==> config.mk <==
export PLATFORM = sky130hd
export DESIGN_NAME = avmm_wr_credit_gate_flat
export DESIGN_NICKNAME = d
export VERILOG_FILES = /design/src/rtl/avmm_wr_credit_gate_if.sv /design/src/rtl/avmm_wr_credit_gate.sv /design/src/flat_wrapper.sv
export SDC_FILE = /design/constraint.sdc
export NUM_CORES = 1
export LEC_CHECK = 0
export ABC_AREA = 1
export CELL_PAD_IN_SITES_DETAIL_PLACEMENT = 0
export CELL_PAD_IN_SITES_GLOBAL_PLACEMENT = 1
export CORE_MARGIN = 2
export CORE_UTILIZATION = 36
export CTS_CLUSTER_SIZE = 14
export DETAILED_ROUTE_END_ITERATION = 8
export PLACE_DENSITY_LB_ADDON = 0.1
export SLEW_MARGIN = 10
export SYNTH_ARGS = -nofsm -noshare
export SYNTH_HDL_FRONTEND = slang
export SYNTH_SLANG_ARGS = --single-unit
==> constraint.sdc <==
create_clock -name kernel_avmm_clk -period 3.6 [get_ports kernel_avmm_clk]
set_input_delay 0.9 -clock kernel_avmm_clk [delete_from_list [all_inputs] [get_ports kernel_avmm_clk]]
set_output_delay 0.9 -clock kernel_avmm_clk [all_outputs]
set_load 0.05 [all_outputs]
==> src/rtl/avmm_wr_credit_gate_if.sv <==
// Kernel-side write handshake bundle: upstream write/waitrequest, downstream write/waitrequest and per-word acks.
// The gate takes the slave modport; the kernel side (or a bench) drives through the master modport.
interface avmm_wr_credit_gate_if #(
    parameter int AVMM_BURSTCNT_WIDTH = 5
);
    logic                           up_wr;
    logic [AVMM_BURSTCNT_WIDTH-1:0] up_burstcnt;
    logic                           up_waitreq;
    logic                           dn_wr;
    logic                           dn_waitreq;
    logic                           wr_ack_word_in;
    logic                           wr_ack_word_out;

    modport master (
        output up_wr,
        output up_burstcnt,
        input  up_waitreq,
        input  dn_wr,
        output dn_waitreq,
        output wr_ack_word_in,
        input  wr_ack_word_out
    );

    modport slave (
        input  up_wr,
        input  up_burstcnt,
        output up_waitreq,
        output dn_wr,
        input  dn_waitreq,
        input  wr_ack_word_in,
        output wr_ack_word_out
    );
endinterface

==> src/rtl/avmm_wr_credit_gate.sv <==
// Write-credit gate: reserves a burst's words on its first beat, frees one per ack; gating is zero-latency, ack return 1 cycle.
// First beats stall on up_waitreq when credit is short; ASP_WR_CREDIT_TIMEOUT_EN adds a sticky ack watchdog.
module avmm_wr_credit_gate #(
    parameter int LOCAL_MEM_BURST_CNT_WIDTH = 5,
    parameter int AVMM_BURSTCNT_WIDTH       = LOCAL_MEM_BURST_CNT_WIDTH,
    parameter int MAX_OUTSTANDING_WORDS     = 256,
    parameter int CNT_WIDTH                 = $clog2(MAX_OUTSTANDING_WORDS + 1),
    parameter int TIMEOUT_CYCLES            = 65536
) (
    input  logic                 kernel_avmm_clk,
    input  logic                 kernel_avmm_reset,
    avmm_wr_credit_gate_if.slave bus,
    output logic [CNT_WIDTH-1:0] outstanding_words,
    output logic                 credit_stall,
    output logic                 err_underflow,
    output logic                 err_timeout
);
    localparam int W     = AVMM_BURSTCNT_WIDTH;
    localparam int SUM_W = ((CNT_WIDTH > W) ? CNT_WIDTH : W) + 1;

    logic [1:0]           reset_d;
    logic                 rst_int;

    logic [CNT_WIDTH-1:0] cnt_q, cnt_d;
    logic [W-1:0]         beats_left_q, beats_left_d;
    logic                 first_beat_q, first_beat_d;
    logic                 err_uf_q, err_uf_d;
    logic                 ack_q;

    logic [W-1:0]         eff_bc;
    logic [SUM_W-1:0]     sum_chk;
    logic [SUM_W-1:0]     res;
    logic [SUM_W-1:0]     cnt_nxt;
    logic                 credit_ok;
    logic                 accept;
    logic                 first_acc;
    logic                 later_acc;
    logic                 underflow;

    // Assert asynchronously, release two edges after the external reset drops.
    always_ff @(posedge kernel_avmm_clk or posedge kernel_avmm_reset) begin
        if (kernel_avmm_reset) begin
            reset_d <= 2'b11;
        end else begin
            reset_d <= {reset_d[0], 1'b0};
        end
    end
    assign rst_int = reset_d[1];

    // A zero burstcount still moves one word, so it reserves one credit.
    assign eff_bc    = (bus.up_burstcnt == '0) ? W'(1) : bus.up_burstcnt;
    assign sum_chk   = SUM_W'(cnt_q) + SUM_W'(eff_bc);
    assign credit_ok = (sum_chk <= SUM_W'(MAX_OUTSTANDING_WORDS));

    assign credit_stall    = bus.up_wr && first_beat_q && !credit_ok;
    assign bus.up_waitreq  = bus.dn_waitreq || credit_stall;
    assign bus.dn_wr       = bus.up_wr && !credit_stall;
    assign bus.wr_ack_word_out = ack_q;

    assign accept    = bus.up_wr && !bus.up_waitreq;
    assign first_acc = accept && first_beat_q;
    assign later_acc = accept && !first_beat_q;

    always_comb begin
        beats_left_d = beats_left_q;
        first_beat_d = first_beat_q;
        if (first_acc) begin
            beats_left_d = eff_bc - W'(1);
            first_beat_d = (eff_bc == W'(1));
        end else if (later_acc) begin
            beats_left_d = beats_left_q - W'(1);
            first_beat_d = (beats_left_q == W'(1));
        end
    end

    // Reserve and release net in one step; an ack with nothing to release is the only underflow.
    always_comb begin
        res       = first_acc ? SUM_W'(eff_bc) : '0;
        cnt_nxt   = SUM_W'(cnt_q) + res - SUM_W'(bus.wr_ack_word_in);
        underflow = bus.wr_ack_word_in && (cnt_q == '0) && !first_acc;
        cnt_d     = underflow ? '0 : cnt_nxt[CNT_WIDTH-1:0];
        err_uf_d  = err_uf_q || underflow;
    end

    always_ff @(posedge kernel_avmm_clk or posedge rst_int) begin
        if (rst_int) begin
            cnt_q        <= '0;
            beats_left_q <= '0;
            first_beat_q <= 1'b1;
            err_uf_q     <= 1'b0;
            ack_q        <= 1'b0;
        end else begin
            cnt_q        <= cnt_d;
            beats_left_q <= beats_left_d;
            first_beat_q <= first_beat_d;
            err_uf_q     <= err_uf_d;
            ack_q        <= bus.wr_ack_word_in;
        end
    end

    assign outstanding_words = cnt_q;
    assign err_underflow     = err_uf_q;

`ifdef ASP_WR_CREDIT_TIMEOUT_EN
    localparam logic [16:0] TO_LIMIT = 17'(TIMEOUT_CYCLES);

    logic [16:0] wd_q, wd_d;
    logic        err_to_q, err_to_d;

    // Counts ack-less cycles with words in flight; saturates at the limit.
    always_comb begin
        wd_d = wd_q;
        if (bus.wr_ack_word_in || (cnt_q == '0)) begin
            wd_d = '0;
        end else if (wd_q != TO_LIMIT) begin
            wd_d = wd_q + 17'd1;
        end
        err_to_d = err_to_q || (wd_d == TO_LIMIT);
    end

    always_ff @(posedge kernel_avmm_clk or posedge rst_int) begin
        if (rst_int) begin
            wd_q     <= '0;
            err_to_q <= 1'b0;
        end else begin
            wd_q     <= wd_d;
            err_to_q <= err_to_d;
        end
    end

    assign err_timeout = err_to_q;
`else
    assign err_timeout = 1'b0;
`endif

endmodule
==> src/flat_wrapper.sv <==
// flat-port wrapper written by rule: the top's interface ports become plain ports
module avmm_wr_credit_gate_flat 
#(
    parameter int LOCAL_MEM_BURST_CNT_WIDTH = 5,
    parameter int AVMM_BURSTCNT_WIDTH       = LOCAL_MEM_BURST_CNT_WIDTH,
    parameter int MAX_OUTSTANDING_WORDS     = 256,
    parameter int CNT_WIDTH                 = $clog2(MAX_OUTSTANDING_WORDS + 1),
    parameter int TIMEOUT_CYCLES            = 65536
)
  (kernel_avmm_clk, kernel_avmm_reset, outstanding_words, credit_stall, err_underflow, err_timeout, bus_up_wr, bus_up_burstcnt, bus_up_waitreq, bus_dn_wr, bus_dn_waitreq, bus_wr_ack_word_in, bus_wr_ack_word_out);
  avmm_wr_credit_gate_if #(.AVMM_BURSTCNT_WIDTH(AVMM_BURSTCNT_WIDTH)) bus_i ();
  input  logic kernel_avmm_clk;
  input  logic kernel_avmm_reset;
  output logic [CNT_WIDTH-1:0] outstanding_words;
  output logic credit_stall;
  output logic err_underflow;
  output logic err_timeout;
  input wire logic [$bits(bus_i.up_wr)-1:0] bus_up_wr;
  input wire logic [$bits(bus_i.up_burstcnt)-1:0] bus_up_burstcnt;
  output wire logic [$bits(bus_i.up_waitreq)-1:0] bus_up_waitreq;
  output wire logic [$bits(bus_i.dn_wr)-1:0] bus_dn_wr;
  input wire logic [$bits(bus_i.dn_waitreq)-1:0] bus_dn_waitreq;
  input wire logic [$bits(bus_i.wr_ack_word_in)-1:0] bus_wr_ack_word_in;
  output wire logic [$bits(bus_i.wr_ack_word_out)-1:0] bus_wr_ack_word_out;
  assign bus_i.up_wr = bus_up_wr;
  assign bus_i.up_burstcnt = bus_up_burstcnt;
  assign bus_up_waitreq = bus_i.up_waitreq;
  assign bus_dn_wr = bus_i.dn_wr;
  assign bus_i.dn_waitreq = bus_dn_waitreq;
  assign bus_i.wr_ack_word_in = bus_wr_ack_word_in;
  assign bus_wr_ack_word_out = bus_i.wr_ack_word_out;
  avmm_wr_credit_gate #(.LOCAL_MEM_BURST_CNT_WIDTH(LOCAL_MEM_BURST_CNT_WIDTH), .AVMM_BURSTCNT_WIDTH(AVMM_BURSTCNT_WIDTH), .MAX_OUTSTANDING_WORDS(MAX_OUTSTANDING_WORDS), .CNT_WIDTH(CNT_WIDTH), .TIMEOUT_CYCLES(TIMEOUT_CYCLES)) u_core (.kernel_avmm_clk(kernel_avmm_clk), .kernel_avmm_reset(kernel_avmm_reset), .bus(bus_i), .outstanding_words(outstanding_words), .credit_stall(credit_stall), .err_underflow(err_underflow), .err_timeout(err_timeout));
endmodule
* Yosys cells after proc, flatten, opt, wreduce, memory -nomap -nowiden
Index checks and enable logic that the tools add are counted.
** Cells by class
- Add/sub/neg operators :: 5
- Order comparisons :: 1
- Eq/ne operators :: 2
- Muxes and demuxes :: 7
- Reduce and logical (&&, ||, !) cells :: 18
** Operators by type and width (count)
- two-way mux 5 bit :: 4
- adder 9 x 5 -> 10 bit :: 1
- == test 5 x 1 -> 1 bit (second input constant) :: 2
- less-or-equal comparator 10 x 9 -> 1 bit (second input constant) :: 1
- subtractor 5 x 1 -> 5 bit (second input constant) :: 2
- adder 9 bit :: 1
- logical NOT 9 bit :: 1
- two-way mux 9 bit :: 1
- subtractor 9 x 1 -> 9 bit :: 1
- logical AND 1 bit :: 8
- logical NOT 1 bit :: 5
- logical NOT 5 bit :: 1
- logical OR 1 bit :: 2
- two-way mux 1 bit :: 2
- nonzero test 2 bit :: 1
** Word-level totals
- Flip-flop bits (word level) :: 19
- Word-level logic and storage cells :: 39

* Longest topological paths before layout
Gate-level depths: netlist of the first run.
- Word-level depth :: 14
- Depth in mapped cells :: 33
- Mapped depth without buffers :: 32

* Worst setup path before layout of the first run
Ideal clock, no wire load.
- Kind :: in2reg
- Start :: input port bus_up_burstcnt[2]
- End :: register u_core.cnt_q[8] (netlist: u_core.outstanding_words[8])
- Setup time :: 0.119 ns
- Arrival time :: 4.767 ns
- Required time :: 3.481 ns
- Slack :: -1.286 ns
- Stages on the path :: 30
- Path buffers :: 1
- Cells stage by stage :: buf_6 > nor2_1 > nand2_1 > o21ai_0 > ha_1 > fa_1 > nor2_1 > nand3_1 > nor2_1 > nand3_1 > nor2_1 > nand3_1 > nand3_2 > nand2_4 > nor2_8 > nand3_1 > ha_1 > inv_1 > ha_1 > a21oi_1 > nand2_1 > nand2_1 > inv_1 > or2_2 > a21oi_1 > nor2_1 > o21ai_0 > nand3_1 > nand2_1 > nor2_1
** On the way
- Cells in the longest elaborated chain, start to end :: 14
** Ends and longest elaborated chain
- start, declared :: RTL line flat_wrapper.sv:19 : input wire logic [$bits(bus_i.up_burstcnt)-1:0] bus_up_burstcnt;
- logical NOT 5 bit :: RTL line avmm_wr_credit_gate.sv:51 : assign eff_bc = (bus.up_burstcnt == '0) ? W'(1) : bus.up_burstcnt;
- two-way mux 5 bit (*) :: RTL line avmm_wr_credit_gate.sv:51
- adder 9 x 5 -> 10 bit :: RTL line avmm_wr_credit_gate.sv:52 : assign sum_chk = SUM_W'(cnt_q) + SUM_W'(eff_bc);
- less-or-equal comparator 10 x 9 -> 1 bit :: RTL line avmm_wr_credit_gate.sv:53 : assign credit_ok = (sum_chk <= SUM_W'(MAX_OUTSTANDING_WORDS));
- logical NOT 1 bit :: RTL line avmm_wr_credit_gate.sv:55 : assign credit_stall = bus.up_wr && first_beat_q && !credit_ok;
- logical AND 1 bit :: RTL line avmm_wr_credit_gate.sv:55
- logical OR 1 bit :: RTL line avmm_wr_credit_gate.sv:56 : assign bus.up_waitreq = bus.dn_waitreq || credit_stall;
- logical NOT 1 bit :: RTL line avmm_wr_credit_gate.sv:60 : assign accept = bus.up_wr && !bus.up_waitreq;
- logical AND 1 bit :: RTL line avmm_wr_credit_gate.sv:60
- logical AND 1 bit :: RTL line avmm_wr_credit_gate.sv:61 : assign first_acc = accept && first_beat_q;
- two-way mux 5 bit :: RTL line avmm_wr_credit_gate.sv:78 : res = first_acc ? SUM_W'(eff_bc) : '0;
- adder 9 bit :: RTL line avmm_wr_credit_gate.sv:79 : cnt_nxt = SUM_W'(cnt_q) + res - SUM_W'(bus.wr_ack_word_in);
- subtractor 9 x 1 -> 9 bit :: RTL line avmm_wr_credit_gate.sv:79
- two-way mux 9 bit (*) :: RTL line avmm_wr_credit_gate.sv:81 : cnt_d = underflow ? '0 : cnt_nxt[CNT_WIDTH-1:0];
- net u_core.cnt_d[8] :: RTL line avmm_wr_credit_gate.sv:24 : logic [CNT_WIDTH-1:0] cnt_q, cnt_d;
- end signal, assigned :: RTL line avmm_wr_credit_gate.sv:93 : cnt_q <= cnt_d;
- end, declared :: RTL line avmm_wr_credit_gate.sv:24
The timed path passes the listed nets; every way through them passes the cells marked *.
A chain may end at the register's enable or synchronous reset.

* Worst setup path after layout of the first run
- Start :: input port bus_up_burstcnt[3]
- End :: register u_core.cnt_q[8] (netlist: u_core.outstanding_words[8])
Same word-level chain as after synthesis.

==> impl_metrics.yaml, run 1 <==
synthesis:
  synth-seq-cells: 19
  ys_seq_area_share_pct: 24.36
  synthArstFlopShare_pct: 100.0
  netlist_top_cells_area: "dfrtp_1 20%, ha_1 16%, nand2_1 14%, inv_1 10%, nand3_1 7.9%"
  yosys_warnings: 0
  synth-edff-count: 0
  synth_largest_area_cell: "dfrtp_1"
  ys_types: 33
  netlist.area_leader.share_pct: 20.36
  postSynthCellCount: 286
  ys.flop_type: "dfrtp_1"
  avgSynthCellArea_um2: 6.877
  synth_area_mm2: 0.001967
floorplan:
  core_mm2: 0.005205
  die_w_um: 77.92
  initial_utilization_pct: 37.79
  num_io_pins: 25
  rows: 26
  die_h_um: 77.92
  fp.dieArea_mm2: 0.006071
global_route:
  use_met3_pct: 1.744
  grt.overflow.total: 0
  first_global_vias: 2031
  globalRouteMet2Util_pct: 33.62
  grt_pass1_wl_mm: 9.342
  antenna_found_initial: 0
  grtUsageMet1_pct: 25.45
  grtUsageTotal_pct: 19.53
  grt_max_degree: 18
  grt_busiest_layer: "met2"
finish:
  syn_to_final_growth_pct: 53.88
  final_common_cell: "nand2_1"
  diodes: 0
  drive_above_1_share_pct: 37.53
  final_cells: 435
  finish.utilization_pct: 58.15
  layout_common_cells: "65 x nand2_1, 51 x buf_4, 47 x inv_1"
  nNetsFinal: 403
  final_cell_area_mm2: 0.003027
timing:
  fin_ws_ps: -853.9
  fin_crit_sh_pct: 123.7
  maxSlewViolCount: 0
  rsz0062_at_grt: "yes"
  final.min_clock_period_ps: 4454
  setup_viol: 11
  fin_worst_hold_slack_ps: 356.2
  slew_headroom_pct: 53.99
  max_freq_mhz: 224.5
  finalHoldViolations: 0
  fin_tns_setup_ps: -4921
  finClkSkew_ps: 1.458
  worstMarginPinSlew_ps: 689.4
placed_design:
  pre_cts_ws_ps: -1611
  place.gp.congestion: 0.8650
  io_buffer_count: 23
  dp_hpwl_mm: 4.322
  place_area_mm2: 0.002691
  dpl.cell_count: 418
clock_network:
  clkLatencyLatePin_ps: 260
  cts_root_buf: "clkbuf_8"
  postCtsHoldBufs: 0
  path_clk_slew_ps: 70
  cts-buffers-inserted: 3
  h-tree-depth: 1
  clock-sinks: 19
  cts_max_path_buffers: 2
  cts_tree: "done"
run:
  drv_cap: 0
critical_path:
  path_max_fanout: 5
  cp-start-kind: "primary input"
  reg2reg_slack_ps: -260
  critPathSlowestCell: "fa_1"
  cp_top_family: "simple AND/OR/NAND/NOR gates"
  path_depth: 31
  worst_r2r_endpoint: "u_core.outstanding_words[8]$_DFF_PP0_"
  crit_top_cell: "nor2_1"
  critPathCaptureType: "register"
  critPathKind: "in2reg"
  cp_data_arrival_time_ps: 4650
  slowest_delay_ps: 410
  crit_required_ps: 3790
  r2r-start: "u_core.outstanding_words[0]$_DFF_PP0_"
  path_buf_inv: 3
  r2r_cells: 27
outcome:
  violations: "negative setup slack"
  outcome: "finished, violations left"
power:
  power_mw: 2.856
  vdd_drop_max_mv: 0.6903
  power.leakage_nw: 1.598
  powerDensity_mw_per_mm2: 943.5
route:
  antenna_left: 0
  routed_via_density: 4.570
  wire_per_inst_um: 12.75
  drc: 0
  routed_wirelength_mm: 5.548
  drt_first_pass_iters: 4
  num_vias: 1988
  drtIter0Drc: 36
hold_path:
  min_path_type: "reg2async"
## final cells by class
cell class                 instances  area [µm²]
timing repair buffer              78       688.2
fill                             495        2178
sequential                        19       479.2
tap                               70       87.58
inverter                          63       244.0
multi-input combinational        201        1483
clock buffer                       4       45.04
## timing repair
item,in CTS,in global routing
pin swaps,42,22
buffers inserted,20,6
setup endpoints to repair,16,11
gates resized for setup,48,25
## synthesized netlist by cell type (3+ instances only)
library cell / count
inv_2: 6
nand2_1: 73
nand3_1: 31
nor3_1: 3
nand2_2: 5
nand4_1: 8
nand3_2: 3
xor2_1: 5
ha_1: 25
nor2_1: 21
o21ai_0: 3
a21oi_1: 5
clkinv_1: 3
inv_1: 54
dfrtp_1: 16
dfstp_2: 3
## layer usage
layer / part of all wire (%) / routed length, µm / vias up
met5: 0 / 0 / -
met4: 2.0 / 113 / 0
met3: 2.1 / 119 / 9
met2: 48 / 2683 / 22
met1: 47 / 2632 / 907
li1: - / - / 1050
## worst max path at each step
stage	end	from
floorplan	u_core.outstanding_words[8]$_DFF_PP0_	bus_up_burstcnt[2]
global placement	u_core.outstanding_words[8]$_DFF_PP0_	bus_up_burstcnt[2]
detailed placement	u_core.outstanding_words[8]$_DFF_PP0_	bus_up_burstcnt[2]
CTS	u_core.outstanding_words[8]$_DFF_PP0_	bus_up_burstcnt[3]
global route	u_core.outstanding_words[8]$_DFF_PP0_	bus_up_burstcnt[3]
finish	u_core.outstanding_words[8]$_DFF_PP0_	bus_up_burstcnt[3]
## report_power, final
part | internal (mW) | total [mW] | switching [mW]
combinational | 1.06 | 2.30 | 1.23
sequential | 0.311 | 0.407 | 0.0960
clock | 0.0789 | 0.153 | 0.0746
## logic make-up (layout without fill, tap and decap cells)
family                     after synthesis  in the layout  synth area share (%)
AOI/OAI and AO/OA                       11             11                 3.244
adders and majority gates               27             27                 17.94
buffers and inverters                   67            145                 13.36
xor gates and xnor gates                 7              7                 3.117
DFF                                     19             19                 24.36
and+or+nand+nor                        154            154                 37.79
other                                    1              2                0.1907
## flip-flops by register name, summed over array words and instances (netlist names)
register / cells
u_core.bus.wr_ack_word_out: 1
u_core.beats_left_q: 5
u_core.reset_d: 2
u_core.err_underflow: 1
u_core.first_beat_q: 1
u_core.outstanding_words: 9
(Power assumes the default switching activity.)
==> run 2: changes to the inputs <==
--- a/config.mk
+++ b/config.mk
@@ -12,6 +12,7 @@
 export CORE_UTILIZATION = 36
 export CTS_CLUSTER_SIZE = 14
 export DETAILED_ROUTE_END_ITERATION = 8
+export GPL_TIMING_DRIVEN = 0
 export PLACE_DENSITY_LB_ADDON = 0.1
 export SLEW_MARGIN = 10
 export SYNTH_ARGS = -nofsm -noshare
==> run 2 against run 1 <==
Against the previous run: the run still ends with negative setup slack left; worst hold slack gained 1.2 ps; flip-flop and latch count is the same; combinational power is 19% lower.
==> impl_metrics.yaml, run 2 (synthesized netlist as in run 1, its figures left out) <==
critical_path:
  slowest_delay_ps: 420
  critPathCaptureType: "register"
  crit_required_ps: 3800
  r2r-start: "u_core.outstanding_words[3]$_DFF_PP0_"
  cp_data_arrival_time_ps: 4740
  critical_path.startpoint: "bus_up_burstcnt[3]"
  critPathSlowestCell: "fa_2"
  critPathKind: "in2reg"
  path_max_fanout: 5
  cp-start-kind: "primary input"
clock_network:
  h-tree-depth: 1
  clock-sinks: 19
  cts_max_path_buffers: 2
  cts-buffers-inserted: 3
  clkLatencyLatePin_ps: 260
  cts_tree: "done"
  cts_root_buf: "clkbuf_8"
  path_clk_slew_ps: 80
hold_path:
  min_path_type: "reg2async"
power:
  p_sw_mw: 1.279
  pwr-share-comb_pct: 76.2
  switching_share_pct: 52.19
  vdd_drop_max_mv: 0.5156
  internal_power_mw: 1.171
  powerDensity_mw_per_mm2: 899.1
  power.leakage_nw: 1.436
  clkPwrFrac_pct: 6.3
  pwr-share-seq_pct: 17.5
  power_mw: 2.450
route:
  antenna_left: 0
  wire_per_inst_um: 12.04
  drtIter0Drc: 26
  drt_first_pass_iters: 4
  routed_via_density: 4.598
  routed_wirelength_mm: 4.876
  num_vias: 1862
  drc: 0
timing:
  final.min_clock_period_ps: 4545
  fin_crit_sh_pct: 126.2
  setup_viol: 11
  slew_headroom_pct: 53.15
  fin_tns_setup_ps: -4898
  fin_worst_hold_slack_ps: 357.4
  worstMarginPinSlew_ps: 702.0
  fin_ws_ps: -944.9
  rsz0062_at_grt: "yes"
  finalHoldViolations: 0
  max_freq_mhz: 220.0
  maxSlewViolCount: 0
  finClkSkew_ps: 1.294
finish:
  diodes: 0
  layout_common_cells: "68 x nand2_1, 49 x inv_1, 27 x nand3_1"
  drive_above_1_share_pct: 28.66
  largest_reg_flops: 9
  nNetsFinal: 373
  final_common_cell: "nand2_1"
  syn_to_final_growth_pct: 38.55
floorplan:
  die_w_um: 77.92
  die_h_um: 77.92
  num_io_pins: 25
  core_mm2: 0.005205
  rows: 26
  initial_utilization_pct: 37.79
  fp.dieArea_mm2: 0.006071
placed_design:
  io_buffer_count: 22
  place.gp.congestion: 0.8333
  dp_hpwl_mm: 3.723
global_route:
  grt_pass1_wl_mm: 8.314
  grtUsageTotal_pct: 17.16
  grt_max_degree: 18
  grt.overflow.total: 0
  first_global_vias: 1790
  antenna_found_initial: 0
outcome:
  violations: "negative setup slack"
  outcome: "finished, violations left"
run:
  drv_cap: 0
run 2: repair_timing:
item / 4_1_cts / 5_1_grt
setup endpoints to repair: 13 / 11
gates cloned: 0 / 0
buffers inserted: 19 / 8
gates resized for setup: 59 / 16
pin swaps: 33 / 13
hold buffers: 0 / 0
run 2: power groups by stage:
stage               Sequential, mW  Clock (mW)  Combinational (mW)
finish                       0.429       0.155                1.87
global route                 0.447       0.172                2.11
CTS                          0.429       0.159                1.78
detailed placement           0.429           0                1.59
global placement             0.431           0                1.58
floorplan                    0.588           0                1.07
run 2: stage by stage:
stage          worst slack (ps)  instance area (µm²)  utilization, %  instances
2_1_floorplan            -943.4                 2058               -        287
3_3_place_gp              -1853                 2366           45.46        379
3_5_place_dp              -1889                 2366           45.46        379
4_1_cts                  -975.3                 2654           50.99        402
5_1_grt                   -1210                 2725           52.36        405
6_report                 -944.9                 2725           52.36        405
run 2: layer usage:
layer / part of all wire [%] / vias up / global-route usage, %
li1: - / 990 / -
met1: 51 / 844 / 23.44
met2: 46 / 23 / 28.97
met3: 2.3 / 5 / 1.860
met4: 0.92 / 0 / 4.211
met5: 0 / - / 0
run 2: critical path: cells and delay by family:
kind | cells | cell delay, ps
compound gates | 4 | 550
fa+ha+maj | 4 | 1150
buf+inv | 3 | 170
simple gates | 20 | 1960
run 2: final cells by class:
type                       count  area [µm²]
tap                           70       87.58
fill                         524        2480
sequential                    19       479.2
clock buffer                   4       45.04
buffer                         4       35.03
multi-input combinational    201        1434
timing repair buffer          44       402.9
inverter                      63       241.5
run 2: worst paths after layout:
check | end | slack (ps) | cells after the start
setup / recovery | u_core.outstanding_words[8]$_DFF_PP0_ | -940 | 31
hold / removal | u_core.beats_left_q[1]$_DFFE_PP0P_ | 360 | 1
setup reg to reg | u_core.outstanding_words[8]$_DFF_PP0_ | -370 | 28
hold reg to reg | u_core.beats_left_q[1]$_DFFE_PP0P_ | 360 | 1
max in group asynchronous | u_core.reset_d[0]$_DFF_PP1_ | 2620 | 2
min in group kernel_avmm_clk | u_core.reset_d[1]$_DFF_PP1_ | 360 | 0
==> run 3: changes to the inputs <==
--- a/config.mk
+++ b/config.mk
@@ -5,11 +5,10 @@
 export SDC_FILE = /design/constraint.sdc
 export NUM_CORES = 1
 export LEC_CHECK = 0
-export ABC_AREA = 1
 export CELL_PAD_IN_SITES_DETAIL_PLACEMENT = 0
 export CELL_PAD_IN_SITES_GLOBAL_PLACEMENT = 1
 export CORE_MARGIN = 2
-export CORE_UTILIZATION = 36
+export CORE_UTILIZATION = 37
 export CTS_CLUSTER_SIZE = 14
 export DETAILED_ROUTE_END_ITERATION = 8
 export GPL_TIMING_DRIVEN = 0
==> run 3 against run 2 <==
Against the previous run: critical path type unchanged; worst hold slack better by 4.4 ps; the run still ends with negative setup slack left; sequential share of layout area up 1.4 points; global-route usage up 0.44 points; cell count down 20%; wire length down 11%; setup slack better by 100 ps.
==> impl_metrics.yaml, run 3 <==
outcome:
  outcome: "finished, violations left"
  violations: "negative setup slack"
timing:
  rsz0062_at_grt: "yes"
  worstMarginPinSlew_ps: 717.2
  fin_crit_sh_pct: 123.4
  finClkSkew_ps: 4.967
  finalHoldViolations: 0
  final.min_clock_period_ps: 4444
  max_freq_mhz: 225.0
  maxSlewViolCount: 0
  slew_headroom_pct: 52.13
  setup_viol: 11
  fin_ws_ps: -843.7
  fin_worst_hold_slack_ps: 361.8
placed_design:
  pre_cts_ws_ps: -2021
  place_area_mm2: 0.002288
  io_buffer_count: 23
  place.gp.congestion: 0.8092
  dpl.cell_count: 306
  dp_hpwl_mm: 3.148
global_route:
  grt.overflow.total: 0
  grt_pass1_wl_mm: 7.596
  grtUsageTotal_pct: 17.60
  grt_max_degree: 18
  globalRouteMet2Util_pct: 30.65
  first_global_vias: 1647
  grtUsageMet1_pct: 23.55
  use_met3_pct: 1.897
  antenna_found_initial: 0
  grt_busiest_layer: "met2"
floorplan:
  initial_utilization_pct: 38.62
  die_w_um: 74.22
  num_io_pins: 25
  core_mm2: 0.004723
  die_h_um: 74.22
  fp.dieArea_mm2: 0.005508
  rows: 25
power:
  clkPwrFrac_pct: 6.4
  switching_share_pct: 49.54
  internal_power_mw: 1.256
  p_sw_mw: 1.233
  pwr-share-comb_pct: 75.8
  pwr-share-seq_pct: 17.8
  powerDensity_mw_per_mm2: 985.7
  power_mw: 2.489
  vdd_drop_max_mv: 0.6239
  power.leakage_nw: 1.139
clock_network:
  cts_tree: "done"
  cts_max_path_buffers: 2
  h-tree-depth: 1
  clkLatencyLatePin_ps: 260
  clock-sinks: 19
  cts_root_buf: "clkbuf_8"
  path_clk_slew_ps: 80
  postCtsHoldBufs: 0
  cts-buffers-inserted: 3
critical_path:
  critPathKind: "in2reg"
  path_max_fanout: 4
  cp_data_arrival_time_ps: 4590
  crit_required_ps: 3740
  slowest_delay_ps: 430
  worstPathCellList: "buf_8 > buf_12 > nor3_4 > a21o_1 > ha_2 > fa_2 > nor2_2 > o221a_4 > o2111ai_4 > o32ai_4 > and2_4 > nand2_4 > ha_4 > inv_2 > ha_4 > a21o_1 > a21oi_2 > nand2b_4 > a21oi_2 > o41ai_2 > xnor2_1 > nor2_1"
  critPathSlowestCell: "fa_2"
  critPathCaptureType: "register"
  reg2reg_slack_ps: -390
  cp-start-kind: "primary input"
route:
  antenna_left: 0
  num_vias: 1606
  drtIter0Drc: 102
  wire_per_inst_um: 13.40
  routed_wirelength_mm: 4.342
  drc: 0
  routed_via_density: 4.957
  drt_first_pass_iters: 4
finish:
  layout_common_cells: "29 x inv_1, 19 x ha_1, 16 x dfrtp_1"
  largest_reg_flops: 9
  syn_to_final_growth_pct: 38.41
  drive_above_1_share_pct: 28.79
  nNetsFinal: 295
  final_cells: 324
  diodes: 0
  final_cell_area_mm2: 0.002525
  final_common_cell: "inv_1"
synthesis:
  synth_largest_area_cell: "dfrtp_1"
  ys_types: 50
  synth_area_mm2: 0.001824
  synth-seq-cells: 19
  postSynthCellCount: 215
  ys.flop_type: "dfrtp_1"
  yosys_warnings: 0
  netlist_top_cells_area: "dfrtp_1 22%, ha_1 17%, inv_1 6.4%, dfstp_2 4.3%, nor2_1 3.5%"
  synth-edff-count: 0
  ys_seq_area_share_pct: 26.27
  yosysMostFrequentCell: "inv_1"
  synth_common_cells: "31 x inv_1, 25 x ha_1, 17 x nor2_1"
  netlist.area_leader.share_pct: 21.95
  synthArstFlopShare_pct: 100.0
  avgSynthCellArea_um2: 8.485
run:
  drv_cap: 0
hold_path:
  min_path_type: "reg2reg"
run 3: cell types whose count changed after synthesis, sizes merged, moves of 4 or more:
cell,previous run,this run
nand2,80,13
inv,60,31
nand3,34,5
nor3,3,12
nand4,10,3
nor2,23,17
a21oi,6,11
nand2b,0,5
nor2b,0,5
o21ai,3,8
a21o,0,4
a31oi,0,4
run 3: metal layers:
layer / share of wire, % / vias to the layer above
li1: - / 814
met1: 48 / 765
met2: 49 / 21
met3: 2.3 / 6
met4: 0.97 / 0
met5: 0 / -
run 3: worst max-delay path, delay by kind of cell:
kind,cells,cell delay (ps)
fa+ha+maj,4,1090
compound gates,8,1480
xor+xnor,1,160
buf+inv,3,250
simple gates,6,690
run 3: logic make-up after synthesis:
| group | synth area share, % |
|---|---|
| AOI/OAI and AO/OA | 19.41 |
| xor gates and xnor gates | 4.801 |
| other | 0.2056 |
| adders and majority gates | 19.96 |
| muxes | 1.097 |
| and+or+nand+nor | 18.79 |
| DFF | 26.27 |
| buffers and inverters | 9.465 |
run 3: final timing paths:
check / start / end / cells past startpoint
max: bus_up_burstcnt[2] / u_core.outstanding_words[7]$_DFF_PP0_ / 22
max reg2reg: u_core.outstanding_words[4]$_DFF_PP0_ / u_core.outstanding_words[7]$_DFF_PP0_ / 19
min in group asynchronous: u_core.reset_d[1]$_DFF_PP1_ / u_core.outstanding_words[1]$_DFF_PP0_ / 1
max in group asynchronous: kernel_avmm_reset / u_core.reset_d[1]$_DFF_PP1_ / 2
min reg2reg: u_core.reset_d[0]$_DFF_PP1_ / u_core.reset_d[1]$_DFF_PP1_ / 0
min: u_core.reset_d[0]$_DFF_PP1_ / u_core.reset_d[1]$_DFF_PP1_ / 0
run 3: repair_timing:
action	CTS	global route
pin swaps	23	3
hold endpoints to repair	0	0
endpoints found under the setup margin	18	11
resized for setup	59	6
setup buffers	13	5
run 3: cell type report:
| type | count | area (µm²) |
|---|---|---|
| sequential | 19 | 479.2 |
| timing repair buffer | 37 | 359.1 |
| tap | 67 | 83.83 |
| clock inverter | 1 | 5.005 |
| clock buffer | 3 | 41.29 |
| multi-input combinational | 157 | 1369 |
| fill | 452 | 2198 |
| inverter | 31 | 116.4 |
| buffer | 9 | 71.32 |
run 3: metrics by stage:
step	util, %	TNS [ps]
CTS	52.32	-6420
global placement	48.45	-21740
global route	53.46	-8523
finish	53.46	-6822
floorplan	-	-6794
detailed placement	48.45	-21390
run 3: power groups by stage:
stage | combinational [mW] | sequential (mW) | clock, mW
floorplan | 1.13 | 0.605 | 0
global placement | 1.64 | 0.447 | 0
detailed placement | 1.64 | 0.448 | 0
CTS | 1.82 | 0.445 | 0.162
global route | 2.07 | 0.460 | 0.174
finish | 1.89 | 0.443 | 0.159
